[src/rtl/uart_tx.sv]
// UART transmitter: start bit, DATA_BITS data bits LSB-first, optional parity, STOP_BITS stop bits.
// baud_clk is synchronised into clk and edge-detected into a one-cycle bit tick.
module uart_tx #(
    parameter int unsigned DATA_BITS  = 8,
    parameter int unsigned PARITY_EN  = 0,
    parameter int unsigned PARITY_ODD = 0,
    parameter int unsigned STOP_BITS  = 1
) (
    input  logic                 clk,
    input  logic                 rst,
    input  logic                 baud_clk,
    input  logic [DATA_BITS-1:0] tx_data,
    input  logic                 tx_valid,
    output logic                 tx_ready,
    output logic                 tx_busy,
    output logic                 tx_done,
    output logic                 tx
);

    typedef enum logic [2:0] {
        IDLE,
        PENDING,
        START,
        DATA,
        PARITY,
        STOP
    } state_t;

    localparam logic [2:0] LAST_BIT  = 3'(DATA_BITS - 1);
    localparam logic       LAST_STOP = 1'(STOP_BITS - 1);

    state_t               state, state_n;
    logic                 sync1_q, sync2_q, prev_q;
    logic                 baud_tick;
    logic [DATA_BITS-1:0] shift_q, shift_n;
    logic [2:0]           bit_cnt_q, bit_cnt_n;
    logic                 stop_cnt_q, stop_cnt_n;
    logic                 par_q, par_n;
    logic                 tx_q, tx_n;
    logic                 done_q, done_n;

    always_ff @(posedge clk or posedge rst) begin
        if (rst) begin
            sync1_q <= 1'b0;
            sync2_q <= 1'b0;
            prev_q  <= 1'b0;
        end else begin
            sync1_q <= baud_clk;
            sync2_q <= sync1_q;
            prev_q  <= sync2_q;
        end
    end

    assign baud_tick = sync2_q & ~prev_q;

    always_comb begin
        state_n    = state;
        shift_n    = shift_q;
        bit_cnt_n  = bit_cnt_q;
        stop_cnt_n = stop_cnt_q;
        par_n      = par_q;
        tx_n       = tx_q;
        done_n     = 1'b0;
        case (state)
            IDLE: begin
                tx_n = 1'b1;
                // Parity is taken from the word at the handshake, not the live input.
                if (tx_valid) begin
                    state_n = PENDING;
                    shift_n = tx_data;
                    par_n   = (^tx_data) ^ (PARITY_ODD != 0);
                end
            end
            PENDING: begin
                if (baud_tick) begin
                    state_n = START;
                    tx_n    = 1'b0;
                end
            end
            START: begin
                if (baud_tick) begin
                    state_n   = DATA;
                    tx_n      = shift_q[0];
                    bit_cnt_n = '0;
                end
            end
            DATA: begin
                if (baud_tick) begin
                    if (bit_cnt_q == LAST_BIT) begin
                        if (PARITY_EN != 0) begin
                            state_n = PARITY;
                            tx_n    = par_q;
                        end else begin
                            state_n    = STOP;
                            tx_n       = 1'b1;
                            stop_cnt_n = '0;
                        end
                    end else begin
                        shift_n   = shift_q >> 1;
                        tx_n      = shift_q[1];
                        bit_cnt_n = bit_cnt_q + 3'd1;
                    end
                end
            end
            PARITY: begin
                if (baud_tick) begin
                    state_n    = STOP;
                    tx_n       = 1'b1;
                    stop_cnt_n = '0;
                end
            end
            STOP: begin
                tx_n = 1'b1;
                if (baud_tick) begin
                    if (stop_cnt_q == LAST_STOP) begin
                        state_n = IDLE;
                        done_n  = 1'b1;
                    end else begin
                        stop_cnt_n = stop_cnt_q + 1'b1;
                    end
                end
            end
            default: begin
                state_n = IDLE;
                tx_n    = 1'b1;
            end
        endcase
    end

    always_ff @(posedge clk or posedge rst) begin
        if (rst) begin
            state      <= IDLE;
            shift_q    <= '0;
            bit_cnt_q  <= '0;
            stop_cnt_q <= 1'b0;
            par_q      <= 1'b0;
            tx_q       <= 1'b1;
            done_q     <= 1'b0;
        end else begin
            state      <= state_n;
            shift_q    <= shift_n;
            bit_cnt_q  <= bit_cnt_n;
            stop_cnt_q <= stop_cnt_n;
            par_q      <= par_n;
            tx_q       <= tx_n;
            done_q     <= done_n;
        end
    end

    assign tx_ready = (state == IDLE);
    assign tx_busy  = ~tx_ready;
    assign tx_done  = done_q;
    assign tx       = tx_q;

endmodule

[config.mk]
export PLATFORM = sky130hd
export DESIGN_NAME = uart_tx
export DESIGN_NICKNAME = d
export VERILOG_FILES = /design/src/rtl/uart_tx.sv
export SDC_FILE = /design/constraint.sdc
export NUM_CORES = 1
export LEC_CHECK = 0
export BUFFER_PORTS_ARGS = -buffer_cell sky130_fd_sc_hd__buf_2
export CAP_MARGIN = 20
export CORE_MARGIN = 2
export CORE_UTILIZATION = 40
export CTS_CLUSTER_DIAMETER = 80
export CTS_CLUSTER_SIZE = 20
export DETAILED_ROUTE_END_ITERATION = 7
export GPL_ROUTABILITY_DRIVEN = 1
export GPL_TIMING_DRIVEN = 0
export PLACE_DENSITY = 0.64
export SLEW_MARGIN = 5
export SYNTH_ARGS = -nofsm -noshare
export SYNTH_HDL_FRONTEND = slang
export SYNTH_SLANG_ARGS = --single-unit
[constraint.sdc]
create_clock -name clk -period 2.4 [get_ports clk]
set_clock_uncertainty 0.2 [all_clocks]
set_input_delay 0 -clock clk [delete_from_list [all_inputs] [get_ports clk]]
set_output_delay 0 -clock clk [all_outputs]
set_load 0.01 [all_outputs]
## Word level (Yosys, flattened, before mapping)

Index checks and enable logic that the tools add are counted.

| cells by class | value |
|---|---|
| eq/ne operators | 15 |
| mux-type cells | 31 |
| bitwise gates (word level) | 3 |
| add/subtract/negate cells | 2 |
| reductions and logical operators | 9 |

Operators with widths:

| operator | count |
|---|---|
| $mux 3 | 11 |
| $mux 8 | 3 |
| $ne 2x2->1 const B | 9 |
| $pmux 3 s6 | 1 |
| $pmux 8 s2 | 1 |
| $mux 1 | 12 |
| $reduce_and 4->1 | 3 |
| $eq 3x3->1 const B | 3 |
| $reduce_and 8->1 | 1 |
| $eq 3x2->1 const B | 2 |
| $pmux 3 s2 | 1 |
| $reduce_and 5->1 | 1 |
| $pmux 1 s4 | 1 |
| $reduce_bool 2->1 | 2 |
| $add 3x1->3 const B | 1 |
| $eq 3x1->1 const B | 1 |
| $logic_not 3->1 | 1 |
| $pmux 1 s3 | 1 |
| $reduce_bool 3->1 | 1 |
| $not 1->1 | 2 |
| $add 1x1->1 const B | 1 |
| $and 1x1->1 | 1 |

| storage, ports and cells | value |
|---|---|
| bits of input ports | 12 |
| output and inout bits | 4 |
| word-level logic and storage cells | 69 |
| bits in registers | 20 |

## Logic depth before layout (Yosys ltp)

Gate-level depths: netlist (run 1).

| logic depth | value |
|---|---|
| depth after elaboration | 4 |
| mapped depth | 5 |

## Worst setup path before layout (run 1)

OpenSTA, ideal clock, no wires.

| timing path | value |
|---|---|
| kind | flip-flop to flip-flop |
| start | register bit_cnt_q[0] |
| end | register shift_q[0] |
| cell stages (with the launch flop) | 6 |
| arrival | 1.515 ns |
| setup time | 0.145 ns |
| data required time | 2.055 ns |
| slack | 0.540 ns |
| period minus slack after synthesis | 1.860 ns |
| cell sequence | dfrtp_1 -> ha_1 -> ha_1 -> nand3b_1 -> a21oi_1 -> a2bb2oi_1 |

| on the way | value |
|---|---|
| longest elaborated chain between the ends | 3 |

Ends and longest elaborated chain:

| element | line | source |
|---|---|---|
| start: declaration | 36 | `logic [2:0] bit_cnt_q, bit_cnt_n;` |
| start signal: assignment | 142 | `bit_cnt_q <= bit_cnt_n;` |
| $eq 3x3->1 | 89 | `if (bit_cnt_q == LAST_BIT) begin` |
| $ne 2x2->1 (no line) | -- |  |
| $reduce_and 4->1 (no line) | -- |  |
| end signal: assignment | 141 | `shift_q <= shift_n;` |
| end: declaration | 35 | `logic [DATA_BITS-1:0] shift_q, shift_n;` |

Every way passes these cells.
A chain may end at the register's enable or synchronous reset.

## Final worst setup path (run 1)

| timing path | value |
|---|---|
| start | register bit_cnt_q[0] |
| end | register shift_q[3] |

The elaborated chain is that of the path after synthesis.

==> reports/qor.txt, run 1 <==
TIMING
----------------------------------------------------------------------------------------
Minimum clock period after layout .........................................     2.198 ns
Sum Neg Setup Slack .......................................................         0 ns
Max_slew headroom .........................................................       47.99%
Setup repair after global routing missed its margin .......................           no
Transition time of the tightest slew-check pin ............................    0.7697 ns
Pins Over Slew Limit ......................................................            0
Final count of hold timing violations .....................................            0
Final worst-path cycle share ..............................................       91.57%
Fmax ......................................................................    455.0 MHz
Setup-failing EPs final ...................................................            0

FLOORPLAN
----------------------------------------------------------------------------------------
Core footprint ............................................................   2455 sq um
Horizontal die dimension ..................................................     54.71 um
Starting utilization of the core area .....................................       41.90%
Total die area ............................................................   2993 sq um
Height of the chip ........................................................     54.71 um
Count of pins on the block boundary .......................................           16
Cell Rows .................................................................           18

PWR
----------------------------------------------------------------------------------------
Part of the total power dissipated in the clock network ...................        13.0%
Worst supply voltage drop on vdd ..........................................  0.0005825 V
Leak Pwr ..................................................................    0.5736 nW
Net switching power .......................................................  0.0004751 W
Combinational power share .................................................        46.8%
Cell internal pwr .........................................................  0.0008082 W
Pwr Total .................................................................   0.001283 W
Sequential share of power .................................................        40.2%
Power density over the cells .............................................. 1004 nW/um^2
Sw frac ...................................................................       37.02%

CTS
----------------------------------------------------------------------------------------
Clock-pin slew of the registers on the worst-case setup and hold paths ....      0.11 ns
Clock Sink Count ..........................................................           19
Clock tree from TritonCTS .................................................          yes
Clock insertion delay at the later pin of the skew report .................      0.30 ns
# H-tree levels ...........................................................            1
Maximum count of clock buffers along a single path ........................            2
Number of buffers added by the clock tree synthesis step ..................            3
Number of gates given a new drive strength after cts ......................            0
Root Driver ............................................................... sky130_fd_sc_hd__clkbuf_4

CRITICAL PATH
----------------------------------------------------------------------------------------
Depth of the most critical reg-to-reg path ................................            5
Worst EP arrival ..........................................................      2.16 ns
Endpoint kind of the worst setup timing path ..............................    flip-flop
Crit path required time ...................................................      2.36 ns
Worst setup SP type .......................................................    flip-flop
R2r endpoint ..............................................................   shift_q[3]
Highest net fanout along the worst path ...................................            8
Beginning of the critical path ............................................ bit_cnt_q[0]
Critical path type ........................................................ flip-flop to flip-flop
Worst Setup EP ............................................................   shift_q[3]
Internal reg-to-reg setup slack ...........................................      0.20 ns
Worst r2r src ............................................................. bit_cnt_q[0]

HOLD PATH
----------------------------------------------------------------------------------------
Class of the worst hold path .............................................. input port to flip-flop

PLACED DESIGN
----------------------------------------------------------------------------------------
Number of I/O port buffers ................................................           15
Final weighted congestion in routability-driven placement .................       0.6701
Total cell area at the placement stage ....................................   1141 sq um
Total half-perimeter wirelength after legalization and detailed placement .     1.386 mm

FINAL LAYOUT
----------------------------------------------------------------------------------------
Layout cell share with drive strength beyond 1 ............................       23.39%
Relative area change from synthesis to final layout .......................       24.33%
Number of filler cells placed in the layout ...............................          231
Final non-filler cell area ................................................   1279 sq um
Number of nets in the finished design .....................................          139
Diode count ...............................................................            0
Final cell utilization of the core ........................................       52.09%

GLOBAL ROUTING
----------------------------------------------------------------------------------------
Most crowded layer after global routing ...................................         met2
GRT Util Overall ..........................................................       16.54%
Met2 capacity usage during global routing .................................       25.20%
Number of global-route vias before repair .................................          754
Overflow left after global routing ........................................            0
Initial antenna violation count ...........................................            0
Met1 global-route usage ...................................................       22.41%
First-pass GRT wire length ................................................     3.436 mm
Largest net degree at the start of global routing .........................           20
Met3 track utilization from global routing ................................       2.459%

SYNTH
----------------------------------------------------------------------------------------
Share of the yosys chip area belonging to registers .......................       46.35%
Number of warnings issued by yosys ........................................            0
Total standard cell area after synthesis ..................................   1028 sq um
Count of unique library cells instantiated by Yosys .......................           33
Synthesized instance count ................................................           94
Number of storage elements in the synthesis netlist .......................           19
Syn nets ..................................................................          108
Mean instance size in the synthesized netlist .............................  10.94 sq um

DRT
----------------------------------------------------------------------------------------
Vias post-DR ..............................................................          820
Drt via density ...........................................................        5.325
Pre-Repair DR Iteration Count .............................................            4
Final antenna-violating net count .........................................            0
Post-route DRC ............................................................            0
Routed wirelength normalized by instance count ............................     13.39 um
Initial drt markers .......................................................           16
Sum of routed wire length over all layers .................................     2.062 mm

FLOW RUN
----------------------------------------------------------------------------------------
Max capacitance violation total ...........................................            0

STATUS
----------------------------------------------------------------------------------------
Status .................................................................... complete, no violations

routing by layer:
layer  vias up  part of all wire (%)
met3         5                   2.4
met4         0                   2.4
met5         -                     0
met2        11                    45
li1        412                     -
met1       392                    50
state kept, by name, summed over array words and instances, names as in the netlist:
signal and flops:
tx 1, tx_done 1, prev_q 1, bit_cnt_q 3, sync1_q 1, state 3, shift_q 8, sync2_q 1
worst max-delay path, stage by stage (launching register included):
cell                        delay (ns)
sky130_fd_sc_hd__dfrtp_1          0.43
sky130_fd_sc_hd__ha_1             0.21
sky130_fd_sc_hd__ha_1             0.26
sky130_fd_sc_hd__nand3b_1         0.25
sky130_fd_sc_hd__a21oi_1          0.56
sky130_fd_sc_hd__a2bb2oi_1        0.15
metrics by stage:
stage | instances | hold WS (ns) | setup WS [ns]
6_report | 154 | 0.1298 | 0.2024
5_1_grt | 154 | 0.1153 | 0.04669
4_1_cts | 154 | 0.1213 | 0.1655
3_5_place_dp | 139 | -0.09010 | 0.1871
3_3_place_gp | 139 | -0.09084 | 0.2373
2_1_floorplan | 94 | -0.2496 | 0.5401
cells in the final DEF (no fill, tap or decap), drive strengths merged, types with 3 or more instances in the layout:
master | synthesis | final
dfrtp | 18 | 18
buf | 0 | 15
dlygate4sd3 | 0 | 11
clkbuf | 6 | 9
or3b | 8 | 8
mux2i | 7 | 7
a2bb2oi | 7 | 7
nand3 | 5 | 5
nor2b | 4 | 4
nand3b | 4 | 4
nand2b | 3 | 3
o21ai | 3 | 3
nand2 | 3 | 3
inv | 3 | 3
what timing repair did:
action	4_1_cts	5_1_grt
hold buffers	11	0
endpoints found under the setup margin	0	0
buffers inserted	0	0
endpoints found under the hold margin	28	0
worst min-delay path by stage:
stage | from | to | slack (ns) | cells past startpoint
after floorplan | rst | bit_cnt_q[0] | -0.25 | 1
after global placement | baud_clk | sync1_q | -0.09 | 1
after detailed placement | baud_clk | sync1_q | -0.09 | 1
after CTS | baud_clk | sync1_q | 0.12 | 2
after global routing | baud_clk | sync1_q | 0.12 | 2
final | baud_clk | sync1_q | 0.13 | 2
Yosys cell counts:
library cell	number	area, sq um
sky130_fd_sc_hd__nor2b_1	4	25.02
sky130_fd_sc_hd__nand3b_1	4	30.03
sky130_fd_sc_hd__nor3_1	2	10.01
sky130_fd_sc_hd__a211o_1	1	8.760
sky130_fd_sc_hd__mux2i_1	7	70.07
sky130_fd_sc_hd__dfrtp_1	18	450.4
sky130_fd_sc_hd__nand3_1	5	25.02
sky130_fd_sc_hd__nand2b_1	3	18.77
sky130_fd_sc_hd__o21bai_1	1	7.510
sky130_fd_sc_hd__nor4bb_1	1	10.01
sky130_fd_sc_hd__clkbuf_1	6	22.52
sky130_fd_sc_hd__o31ai_1	1	7.510
sky130_fd_sc_hd__a22oi_1	1	7.510
sky130_fd_sc_hd__nand2_1	3	11.26
sky130_fd_sc_hd__a32o_1	1	10.01
sky130_fd_sc_hd__o21ai_0	3	15.01
sky130_fd_sc_hd__o211ai_1	1	7.510
sky130_fd_sc_hd__a221oi_4	1	26.28
sky130_fd_sc_hd__nor2_1	1	3.750
sky130_fd_sc_hd__inv_1	3	11.26
sky130_fd_sc_hd__nor3b_1	1	7.510
sky130_fd_sc_hd__or3b_2	7	61.31
sky130_fd_sc_hd__o31a_1	1	8.760
sky130_fd_sc_hd__nand4b_1	1	8.760
sky130_fd_sc_hd__o2bb2ai_1	1	8.760
sky130_fd_sc_hd__or3_1	1	6.260
sky130_fd_sc_hd__a21oi_1	2	10.01
sky130_fd_sc_hd__dfstp_2	1	26.28
sky130_fd_sc_hd__or3b_4	1	11.26
sky130_fd_sc_hd__and2_1	1	6.260
sky130_fd_sc_hd__a2bb2oi_1	7	61.31
sky130_fd_sc_hd__and3b_1	1	8.760
sky130_fd_sc_hd__ha_1	2	25.02
cell families (layout without fill, tap and decap cells):
| group | count (synthesis) | in the layout | synth area share (%) |
|---|---|---|---|
| multiplexers | 7 | 7 | 6.813 |
| AO/OA/AOI/OAI | 21 | 21 | 17.40 |
| buffers and inverters | 9 | 39 | 3.284 |
| flip-flops | 19 | 19 | 46.35 |
| AND/OR/NAND/NOR | 36 | 36 | 23.72 |
| adder cells (fa/ha/maj) | 2 | 2 | 2.433 |
power groups by stage:
stage          sequential, W  combinational, W  clock, W
4_1_cts             0.000515          0.000605  0.000171
6_report            0.000516          0.000601  0.000166
3_5_place_dp        0.000521          0.000592         0
5_1_grt             0.000533          0.000675  0.000183
3_3_place_gp        0.000516          0.000575         0
2_1_floorplan       0.000502          0.000481         0
cell type report:
cell class	count	area, sq um	share of cell area, %
Timing Repair Buffer	26	185.2	14.48
Buffer	6	22.52	1.761
Clock buffer	3	22.52	1.761
Inverter	3	11.26	0.8806
Tap cell	30	37.54	2.935
Multi-Input combinational cell	66	518.0	40.51
Clock inverter	1	5.005	0.3914
Sequential cell	19	476.7	37.28
Note: power is estimated with default switching activity, not from simulation.
==> run 2, diff against run 1 <==
CORE_UTILIZATION = 35   (was 40)
PLACE_DENSITY = 0.58   (was 0.64)
clock period = 2.8 ns   (was 2.4 ns; I/O delays follow)
==> reports/qor.txt, run 2 (synthesis gave the netlist of run 1 again) <==
STATUS
----------------------------------------------------------------------------------------
Status .................................................................... complete, no violations   unchanged

TIMING
----------------------------------------------------------------------------------------
Transition time of the tightest slew-check pin ............................    0.7393 ns   was 0.7697 ns
Final worst-path cycle share ..............................................       80.24%   was 91.57%
Sum Neg Setup Slack .......................................................         0 ns   unchanged
Final count of hold timing violations .....................................            0   unchanged
Max_slew headroom .........................................................       50.04%   was 47.99%
Fmax ......................................................................    445.1 MHz   was 455.0 MHz
Setup-failing EPs final ...................................................            0   unchanged
Pins Over Slew Limit ......................................................            0   unchanged
Setup repair after global routing missed its margin .......................           no   unchanged
Minimum clock period after layout .........................................     2.247 ns   was 2.198 ns

CRITICAL PATH
----------------------------------------------------------------------------------------
Worst r2r src ............................................................. bit_cnt_q[0]   unchanged
Worst setup SP type .......................................................    flip-flop   unchanged
Internal reg-to-reg setup slack ...........................................      0.55 ns   was 0.20 ns
Depth of the most critical reg-to-reg path ................................            5   unchanged
CP max stage delay ........................................................      0.60 ns   was 0.56 ns
Cells traversed along the worst timing path ............................... ha_1 -> ha_1 -> nand3b_1 -> a21oi_1 -> a2bb2oi_1   unchanged
R2r endpoint ..............................................................   shift_q[4]   was shift_q[3]
Highest net fanout along the worst path ...................................            8   unchanged
Critical path's slowest cell .............................................. sky130_fd_sc_hd__a21oi_1   unchanged
Most common cell type on the critical path ................................ sky130_fd_sc_hd__ha_1   unchanged
Cell family contributing the most delay on the critical path .............. compound AO/OA/AOI/OAI gates   unchanged
Crit path required time ...................................................      2.76 ns   was 2.36 ns
Worst Path Buf+Inv ........................................................            0   unchanged
Critical path type ........................................................ flip-flop to flip-flop   unchanged
Endpoint kind of the worst setup timing path ..............................    flip-flop   unchanged
Worst EP arrival ..........................................................      2.21 ns   was 2.16 ns

DRT
----------------------------------------------------------------------------------------
Sum of routed wire length over all layers .................................     2.163 mm   was 2.062 mm
Drt via density ...........................................................        5.329   was 5.325
Post-route DRC ............................................................            0   unchanged
Pre-Repair DR Iteration Count .............................................            4   unchanged
Vias post-DR ..............................................................          826   was 820
Initial drt markers .......................................................           33   was 16
Final antenna-violating net count .........................................            0   unchanged
Routed wirelength normalized by instance count ............................     13.95 um   was 13.39 um

FINAL LAYOUT
----------------------------------------------------------------------------------------
Register with the highest flop count ......................................      shift_q   unchanged
Biggest regs .............................................................. shift_q: 8 flops, bit_cnt_q: 3 flops, state: 3 flops   unchanged
Largest register FFs ......................................................            8   unchanged
Final cell utilization of the core ........................................       46.02%   was 52.09%
Number of nets in the finished design .....................................          139   unchanged
Multi-input combinational cell area .......................................  518.0 sq um   unchanged
Area occupied by registers ................................................  476.7 sq um   unchanged
Number of filler cells placed in the layout ...............................          269   was 231
Diode count ...............................................................            0   unchanged
Relative area change from synthesis to final layout .......................       24.45%   was 24.33%
Most common cell after layout, fill and taps aside ........................ sky130_fd_sc_hd__dfrtp_1   unchanged
Highest-count cells in the layout ignoring fill and taps .................. 18 x sky130_fd_sc_hd__dfrtp_1, 15 x sky130_fd_sc_hd__buf_2, 11 x sky130_fd_sc_hd__dlygate4sd3_1   unchanged
Layout cell share with drive strength beyond 1 ............................       23.39%   unchanged

PLACED DESIGN
----------------------------------------------------------------------------------------
Number of I/O port buffers ................................................           15   unchanged
Total half-perimeter wirelength after legalization and detailed placement .     1.417 mm   was 1.386 mm
Final weighted congestion in routability-driven placement .................       0.7169   was 0.6701

CTS
----------------------------------------------------------------------------------------
# H-tree levels ...........................................................            1   unchanged
Hold buffer count at CTS ..................................................           11   unchanged
Root Driver ............................................................... sky130_fd_sc_hd__clkbuf_4   unchanged
Number of gates given a new drive strength after cts ......................            0   unchanged
Setup Buffers After CTS ...................................................            0   unchanged
Maximum count of clock buffers along a single path ........................            2   unchanged
Clock Sink Count ..........................................................           19   unchanged
Number of buffers added by the clock tree synthesis step ..................            3   unchanged
Clock insertion delay at the later pin of the skew report .................      0.30 ns   about the same
Clock-pin slew of the registers on the worst-case setup and hold paths ....      0.11 ns   about the same
Clock tree from TritonCTS .................................................          yes   unchanged

GLOBAL ROUTING
----------------------------------------------------------------------------------------
Number of global-route vias before repair .................................          790   was 754
Largest net degree at the start of global routing .........................           20   unchanged
Initial antenna violation count ...........................................            0   unchanged
First-pass GRT wire length ................................................     3.705 mm   was 3.436 mm
GRT Util Overall ..........................................................       14.65%   was 16.54%
Overflow left after global routing ........................................            0   unchanged

PWR
----------------------------------------------------------------------------------------
Power density over the cells .............................................. 862.7 nW/um^2   was 1004 nW/um^2
Combinational power share .................................................        46.9%   was 46.8%
Sw frac ...................................................................       37.22%   was 37.02%
Worst supply voltage drop on vdd ..........................................  0.0005663 V   was 0.0005825 V
Cell internal pwr .........................................................  0.0006932 W   was 0.0008082 W
Part of the total power dissipated in the clock network ...................        13.0%   about the same
Net switching power .......................................................  0.0004110 W   was 0.0004751 W
Leak Pwr ..................................................................    0.5736 nW   unchanged
Sequential share of power .................................................        40.1%   was 40.2%

FLOW RUN
----------------------------------------------------------------------------------------
Max capacitance violation total ...........................................            0   unchanged

FLOORPLAN
----------------------------------------------------------------------------------------
Starting utilization of the core area .....................................       36.98%   was 41.90%
Height of the chip ........................................................     58.21 um   was 54.71 um
Count of pins on the block boundary .......................................           16   unchanged
Core footprint ............................................................   2781 sq um   was 2455 sq um
Total die area ............................................................   3388 sq um   was 2993 sq um
Horizontal die dimension ..................................................     58.21 um   was 54.71 um
Cell Rows .................................................................           19   was 18

HOLD PATH
----------------------------------------------------------------------------------------
Cell count of the worst hold path .........................................            2   unchanged
Min-Delay Startpoint ......................................................     baud_clk   unchanged
Class of the worst hold path .............................................. input port to flip-flop   unchanged
Worst Hold End ............................................................      sync1_q   unchanged

==> run 2: cell counts in the layout (fill, tap and decap cells not counted) <==
No cell type changed its count.
==> run 2: worst max path at each step <==
stage	start	to	depth (start not counted)
CTS	bit_cnt_q[0]	shift_q[4]	5
global route	bit_cnt_q[0]	shift_q[4]	5
global placement	bit_cnt_q[0]	shift_q[4]	5
finish	bit_cnt_q[0]	shift_q[4]	5
detailed placement	bit_cnt_q[0]	shift_q[4]	5
floorplan	bit_cnt_q[0]	shift_q[0]	5
==> run 2: through the flow <==
stage / cell area [sq um] / hold WS (ns) / setup slack (ns) / instances / total power (W)
after floorplan: 1028 / -0.2496 / 0.9401 / 94 / 0.0008431
after global placement: 1142 / -0.09170 / 0.6322 / 140 / 0.0009395
after detailed placement: 1142 / -0.09009 / 0.6073 / 140 / 0.0009543
after CTS: 1280 / 0.1054 / 0.5653 / 155 / 0.001115
after global routing: 1280 / 0.09969 / 0.4338 / 155 / 0.001202
final: 1280 / 0.1301 / 0.5534 / 155 / 0.001104
==> run 2: area by class of cell <==
type,count,area share [%]
Multi-Input combinational cell,66,40.47
Sequential cell,19,37.24
Timing Repair Buffer,26,14.47
Tap cell,31,3.030
Clock buffer,3,1.760
Buffer,6,1.760
Inverter,3,0.8798
Clock inverter,1,0.3910
==> run 2: power groups by stage <==
stage	Clock (W)	Combinational [W]	Sequential, W
detailed placement	0	0.000508	0.000447
CTS	0.000153	0.000519	0.000443
global route	0.000169	0.000574	0.000459
global placement	0	0.000496	0.000444
finish	0.000143	0.000518	0.000443
floorplan	0	0.000413	0.000430
==> run 2: layer usage <==
| layer | up-vias | global-route usage, % | routed length [um] |
|---|---|---|---|
| li1 | 408 | - | - |
| met1 | 402 | 18.99 | 1028 |
| met2 | 11 | 23.54 | 1038 |
| met3 | 5 | 2.679 | 48 |
| met4 | 0 | 6.977 | 47 |
| met5 | - | 0 | 0 |
